## config.mk

```make
export PLATFORM = sky130hd
export DESIGN_NAME = freq_to_ctrl_flat
export DESIGN_NICKNAME = d
export VERILOG_FILES = /design/src/rtl/freq_to_ctrl_if.sv /design/src/rtl/freq_to_ctrl.sv /design/src/flat_wrapper.sv
export SDC_FILE = /design/constraint.sdc
export NUM_CORES = 1
export LEC_CHECK = 0
export ABC_AREA = 1
export CAP_MARGIN = 40
export CORE_AREA = 2 2 103 105
export DETAILED_ROUTE_END_ITERATION = 8
export DIE_AREA = 0 0 105 107
export PLACE_DENSITY = 0.81
export SLEW_MARGIN = 20
export SYNTH_ARGS = -nofsm -noshare
export SYNTH_HDL_FRONTEND = slang
export SYNTH_SLANG_ARGS = --single-unit
```

## constraint.sdc

```tcl
create_clock -name clk -period 2.5 [get_ports clk]
set_input_delay 0.5 -clock clk [delete_from_list [all_inputs] [get_ports clk]]
set_output_delay 0.5 -clock clk [all_outputs]
set_load 0.05 [all_outputs]
```

## src/rtl/freq_to_ctrl_if.sv

```systemverilog
// Bus between the digit-entry front end and the frequency-to-control-word
// converter. The front end (master) drives the request and the BCD digits;
// the converter (slave) returns status, results and its FSM state for
// debug visibility.
//
// Handshake: start is a level sampled on a rising edge only while the
// converter is idle (busy=0); the request is accepted on that edge, the
// digits are captured then and may change afterwards. Completion is a
// one-cycle done pulse; there is no back-pressure and no queuing.
interface freq_to_ctrl_if;
  logic        start;
  logic [3:0]  thou_in;
  logic [3:0]  hund_in;
  logic [3:0]  ten_in;
  logic [3:0]  one_in;
  logic        busy;
  logic        done;
  logic        err;
  logic        sat;
  logic [13:0] freq_bin;
  logic [7:0]  ctrl;
  logic [1:0]  state_dbg;

  modport master (
    output start, thou_in, hund_in, ten_in, one_in,
    input  busy, done, err, sat, freq_bin, ctrl, state_dbg
  );

  modport slave (
    input  start, thou_in, hund_in, ten_in, one_in,
    output busy, done, err, sat, freq_bin, ctrl, state_dbg
  );
endinterface

```

## src/rtl/freq_to_ctrl.sv

```systemverilog
// freq_to_ctrl: converts a four-digit BCD target frequency into the 8-bit
// DDS frequency control word K = f * 256 / F_CLK.
// Sequence: IDLE -> BCD (4 cycles, accumulate digits MSD first)
//           -> DIV (22 cycles, restoring division) -> FIN (1 cycle).
// Fixed latency of 27 cycles from the accepting edge to the result edge.
// Optional feature macro: ROUND_NEAREST_EN -- when defined, F_CLK/2 is
// added to the dividend so K rounds to nearest (half up); otherwise K is
// truncated, matching the floor of the theoretical-frequency readout.
module freq_to_ctrl #(
  parameter int F_CLK = 10000
) (
  input logic           clk,
  input logic           rst_n,
  freq_to_ctrl_if.slave bus
);

  typedef enum logic [1:0] {
    IDLE = 2'd0,
    BCD  = 2'd1,
    DIV  = 2'd2,
    FIN  = 2'd3
  } state_t;

  localparam logic [13:0] DIVISOR  = 14'(F_CLK);
  localparam logic [4:0]  DIV_LAST = 5'd21;
`ifdef ROUND_NEAREST_EN
  localparam logic [21:0] ROUND_ADD = 22'(F_CLK / 2);
`else
  localparam logic [21:0] ROUND_ADD = 22'd0;
`endif

  state_t      state;
  logic [1:0]  step;
  logic [4:0]  cnt;
  logic [3:0]  d_thou;
  logic [3:0]  d_hund;
  logic [3:0]  d_ten;
  logic [3:0]  d_one;
  logic [13:0] acc;
  logic [13:0] rem;
  // Dividend bits shift out of the top while quotient bits shift in at
  // the bottom; after 22 steps this register holds the quotient.
  logic [21:0] quo;

  logic        busy_r;
  logic        done_r;
  logic        err_r;
  logic        sat_r;
  logic [13:0] freq_r;
  logic [7:0]  ctrl_r;

  logic        bad_digit;
  logic [3:0]  cur_digit;
  logic [13:0] acc_next;
  logic [21:0] dividend;
  logic [14:0] shifted;
  logic [15:0] diff;
  logic [13:0] rem_next;
  logic [21:0] quo_next;

  // Request validation on the live inputs: any digit above 9 is rejected.
  always_comb begin
    bad_digit = (bus.thou_in > 4'd9) || (bus.hund_in > 4'd9) ||
                (bus.ten_in  > 4'd9) || (bus.one_in  > 4'd9);
  end

  // BCD accumulate step: pick the digit for this step, thousands first.
  always_comb begin
    cur_digit = d_thou;
    case (step)
      2'd0:    cur_digit = d_thou;
      2'd1:    cur_digit = d_hund;
      2'd2:    cur_digit = d_ten;
      default: cur_digit = d_one;
    endcase
    acc_next = (acc * 14'd10) + {10'd0, cur_digit};
    dividend = {acc_next, 8'd0} + ROUND_ADD;
  end

  // One restoring-division step: shift in the next dividend bit, subtract
  // the divisor if it fits and record the quotient bit.
  always_comb begin
    shifted  = {rem, quo[21]};
    diff     = {1'b0, shifted} - {2'b00, DIVISOR};
    rem_next = shifted[13:0];
    quo_next = {quo[20:0], 1'b0};
    if (!diff[15]) begin
      rem_next = diff[13:0];
      quo_next = {quo[20:0], 1'b1};
    end
  end

  // Conversion FSM with registered status and result outputs.
  always_ff @(posedge clk) begin
    if (!rst_n) begin
      state  <= IDLE;
      step   <= 2'd0;
      cnt    <= 5'd0;
      d_thou <= 4'd0;
      d_hund <= 4'd0;
      d_ten  <= 4'd0;
      d_one  <= 4'd0;
      acc    <= 14'd0;
      rem    <= 14'd0;
      quo    <= 22'd0;
      busy_r <= 1'b0;
      done_r <= 1'b0;
      err_r  <= 1'b0;
      sat_r  <= 1'b0;
      freq_r <= 14'd0;
      ctrl_r <= 8'd0;
    end else begin
      done_r <= 1'b0;
      case (state)
        IDLE: begin
          if (bus.start) begin
            d_thou <= bus.thou_in;
            d_hund <= bus.hund_in;
            d_ten  <= bus.ten_in;
            d_one  <= bus.one_in;
            sat_r  <= 1'b0;
            if (bad_digit) begin
              // Rejected request: report and stay idle, results untouched.
              err_r  <= 1'b1;
              done_r <= 1'b1;
            end else begin
              err_r  <= 1'b0;
              busy_r <= 1'b1;
              acc    <= 14'd0;
              step   <= 2'd0;
              state  <= BCD;
            end
          end
        end
        BCD: begin
          acc  <= acc_next;
          step <= step + 2'd1;
          if (step == 2'd3) begin
            quo   <= dividend;
            rem   <= 14'd0;
            cnt   <= 5'd0;
            state <= DIV;
          end
        end
        DIV: begin
          rem <= rem_next;
          quo <= quo_next;
          cnt <= cnt + 5'd1;
          if (cnt == DIV_LAST) begin
            state <= FIN;
          end
        end
        FIN: begin
          if (quo > 22'd255) begin
            ctrl_r <= 8'd255;
            sat_r  <= 1'b1;
          end else begin
            ctrl_r <= quo[7:0];
          end
          freq_r <= acc;
          done_r <= 1'b1;
          busy_r <= 1'b0;
          state  <= IDLE;
        end
        default: state <= IDLE;
      endcase
    end
  end

  assign bus.busy      = busy_r;
  assign bus.done      = done_r;
  assign bus.err       = err_r;
  assign bus.sat       = sat_r;
  assign bus.freq_bin  = freq_r;
  assign bus.ctrl      = ctrl_r;
  assign bus.state_dbg = state;

endmodule

```

## src/flat_wrapper.sv

```systemverilog
// flat-port wrapper written by rule: the top's interface ports become plain ports
module freq_to_ctrl_flat 
#(
  parameter int F_CLK = 10000
)
  (clk, rst_n, bus_start, bus_thou_in, bus_hund_in, bus_ten_in, bus_one_in, bus_busy, bus_done, bus_err, bus_sat, bus_freq_bin, bus_ctrl, bus_state_dbg);
  freq_to_ctrl_if bus_i ();
  input logic clk;
  input logic rst_n;
  input wire logic [$bits(bus_i.start)-1:0] bus_start;
  input wire logic [$bits(bus_i.thou_in)-1:0] bus_thou_in;
  input wire logic [$bits(bus_i.hund_in)-1:0] bus_hund_in;
  input wire logic [$bits(bus_i.ten_in)-1:0] bus_ten_in;
  input wire logic [$bits(bus_i.one_in)-1:0] bus_one_in;
  output wire logic [$bits(bus_i.busy)-1:0] bus_busy;
  output wire logic [$bits(bus_i.done)-1:0] bus_done;
  output wire logic [$bits(bus_i.err)-1:0] bus_err;
  output wire logic [$bits(bus_i.sat)-1:0] bus_sat;
  output wire logic [$bits(bus_i.freq_bin)-1:0] bus_freq_bin;
  output wire logic [$bits(bus_i.ctrl)-1:0] bus_ctrl;
  output wire logic [$bits(bus_i.state_dbg)-1:0] bus_state_dbg;
  assign bus_i.start = bus_start;
  assign bus_i.thou_in = bus_thou_in;
  assign bus_i.hund_in = bus_hund_in;
  assign bus_i.ten_in = bus_ten_in;
  assign bus_i.one_in = bus_one_in;
  assign bus_busy = bus_i.busy;
  assign bus_done = bus_i.done;
  assign bus_err = bus_i.err;
  assign bus_sat = bus_i.sat;
  assign bus_freq_bin = bus_i.freq_bin;
  assign bus_ctrl = bus_i.ctrl;
  assign bus_state_dbg = bus_i.state_dbg;
  freq_to_ctrl #(.F_CLK(F_CLK)) u_core (.clk(clk), .rst_n(rst_n), .bus(bus_i));
endmodule
```

==> results.md <==
- DRT iter0 DRCs: 318
- Die area: 11200 um^2
- Total gr overflow: 0
- CTS Root Cell: clkbuf_8
- Fraction of layout cells with a size suffix above 1: 13.2%
- Setup-failing EPs final: 0
- CTS max path bufs: 2
- Htree depth: 3
- Pwr Density: 714 nW/um^2
- Vias per inst: 5.38
- Primary FF master, synth: dfxtp_1
- IR drop worst, VDD: 712 uV
- Fillers: 884
- Critical path startpoint category: register
- Max cap viols: 0
- Routed length per instance: 13.7 um
- Area growth from synthesis to layout: 19.8%
- Non-Filler Instances: 900
- Commonest cells after routing, fill and taps aside: nand2_1, dfxtp_1, nor2_1, inv_1, a21oi_1
- Clk_lat worst skew: 0.37 ns
- Fin crit share: 98.9%
- Tot GR Track Use: 21.2%
- Status: completed
- Row count: 37
- P_leak: 2.62 nW
- Vias: 4838
- Synth Register Bits: 101
- Slew HR: 59.9%
- DR pass1 iterations: 5
- Synthesized cell area: 5150 um^2
- Largest net degree at the start of global routing: 29
- Die width: 105 um
- Synthesis Warnings: 0
- Starting Density: 51.0%
- First-pass GRT wire length: 19700 um
- Mapped Nets: 763
- Crit path max fanout: 4
- Setup WS pre-CTS: -0.0538 ns
- Layout Nets: 813
- Minimum clock period: 2.47 ns
- Worst Tran Pin Value: 0.601 ns
- Core area: 10100 um^2
- Unique cell type count in the Yosys netlist: 42
- CTS tree: yes
- Asr flop ratio synth: 0%
- Die span in y: 107 um
- RePlAce Congestion: 0.865
- # port buffers: 46
- Hpwl dp: 8490 um
- Initial antenna violation count: 0
- Commonest non-fill, non-tap cell in the layout: nand2_1
- CTS buffer count: 9
- I/O pin cnt: 47
- Req. time, crit path: 2.81 ns
- CTS Hold Bufs: 0
- Crit end category: register
- ANT cells: 0
- Residual DRC count: 0
- Fmax: 404 MHz
- EDFF count, synth: 0
- # clock sinks: 101
- Vias in the first global route: 4535
- WL final: 12300 um
- WHS: 0.466 ns
- Sequential-to-total area share from yosys stat: 39.3%
- Final Hold Violating Endpoints: 0
- Post-Place Cells: 878
- Arrival time worst endpoint: 2.78 ns
- Worst setup margin: 0.0273 ns
- Clock skew: 0.00673 ns
- Hold Path Class: register to register
- Crit path kind: register to register
- Routed Antenna Nets: 0
- Cells after Synth: 709
- Final Max Tran Viols: 0
- CTS clk-pin slew, worst paths: 0.10 ns
- Syn Area/Cell: 7.26 um^2
==> cell usage after synthesis (all sizes together) (3+ instances only) <==
library cell  number  share of area [%]
ha                33                8.0
xnor2              5               0.85
nor3               7               0.90
nand4              7               0.97
a21oi             62                6.2
o21ai             47                4.6
nand3             45                4.6
nand2            174                 13
clkbuf            15                1.1
clkinv             3               0.22
a31oi             13                1.6
a21o               5               0.83
o211ai             3               0.44
buf               11                1.2
dfxtp            101                 39
xor2               8                1.4
nor2              86                6.5
inv               64                4.7
o221ai             8                1.4
==> final timing paths <==
path | cells past startpoint | to | startpoint | slack [ns]
worst max register to register | 15 | u_core.quo[20] | u_core.step[0] | 0.03
worst min-delay path | 2 | u_core.rem[1] | u_core.rem[1] | 0.47
worst min register to register | 2 | u_core.rem[1] | u_core.rem[1] | 0.47
worst max-delay path | 15 | u_core.quo[20] | u_core.step[0] | 0.03
==> layout make-up <==
class | instances | area [um^2] | share of cell area, %
Tap cell | 136 | 170 | 2.76
Clock buffer | 11 | 131 | 2.13
Inverter | 67 | 262 | 4.24
Multi-Input combinational cell | 515 | 2910 | 47.1
Timing Repair Buffer | 65 | 603 | 9.78
Sequential cell | 101 | 2030 | 33.0
Clock inverter | 5 | 58.8 | 0.954
==> cells by family after synthesis <==
logic type,share of synthesized area (%)
buf+inv,7.22
fa+ha+maj,8.80
xor+xnor,2.21
compound gates,15.6
flops,39.3
simple gates,26.9
==> per-stage QoR <==
step / total power [W] / utilization, % / cell area (um^2) / setup TNS [ns]
5_1_grt: 0.00465 / 61.1 / 6170 / -0.327
6_report: 0.00441 / 61.1 / 6170 / 0
3_5_place_dp: 0.00332 / 57.0 / 5760 / -0.0792
2_1_floorplan: 0.00291 / - / 5150 / 0
3_3_place_gp: 0.00328 / 57.0 / 5760 / 0
4_1_cts: 0.00434 / 59.0 / 5950 / 0
==> registers in the layout, indices dropped and copies added, names as in the netlist <==
signal,count
u_core.d_ten,4
u_core.d_thou,4
u_core.bus.sat,1
u_core.cnt,5
u_core.quo,22
u_core.bus.err,1
u_core.bus.state_dbg,2
u_core.bus.ctrl,8
u_core.d_hund,4
u_core.d_one,4
u_core.step,2
u_core.acc,14
u_core.rem,14
u_core.bus.done,1
u_core.bus.busy,1
u_core.bus.freq_bin,14
==> layer usage <==
metal	GRT usage, %	vias up	routed length (um)
met4	7.43	0	257
met5	0	-	0
met3	4.13	24	547
met1	25.4	2242	5380
met2	37.8	134	6100
li1	-	2438	-
==> critical path: stages (launching register included) <==
cell	delay [ns]
dfxtp_4	0.39
ha_4	0.19
buf_4	0.16
a21oi_2	0.12
a31oi_2	0.14
ha_1	0.30
nand3_1	0.09
nand3_2	0.10
nand2_2	0.06
nor2_4	0.11
nand4_1	0.15
nor2_2	0.20
nand2_1	0.10
nand2_2	0.09
nand3_1	0.07
a21oi_1	0.15
==> power by group <==
group          switching (W)  internal, W  total (W)
sequential          0.000118      0.00177    0.00189
combinational        0.00102     0.000460    0.00148
clock               0.000569     0.000466    0.00104
total                0.00171      0.00269    0.00441
==> what timing repair did <==
action,in CTS,in global routing
endpoints found under the setup margin,6,16
pin swaps,0,25
resized for setup,4,50
setup buffers,0,6
hold endpoints to repair,0,0
No activity file was read; power rests on OpenSTA's default activity.
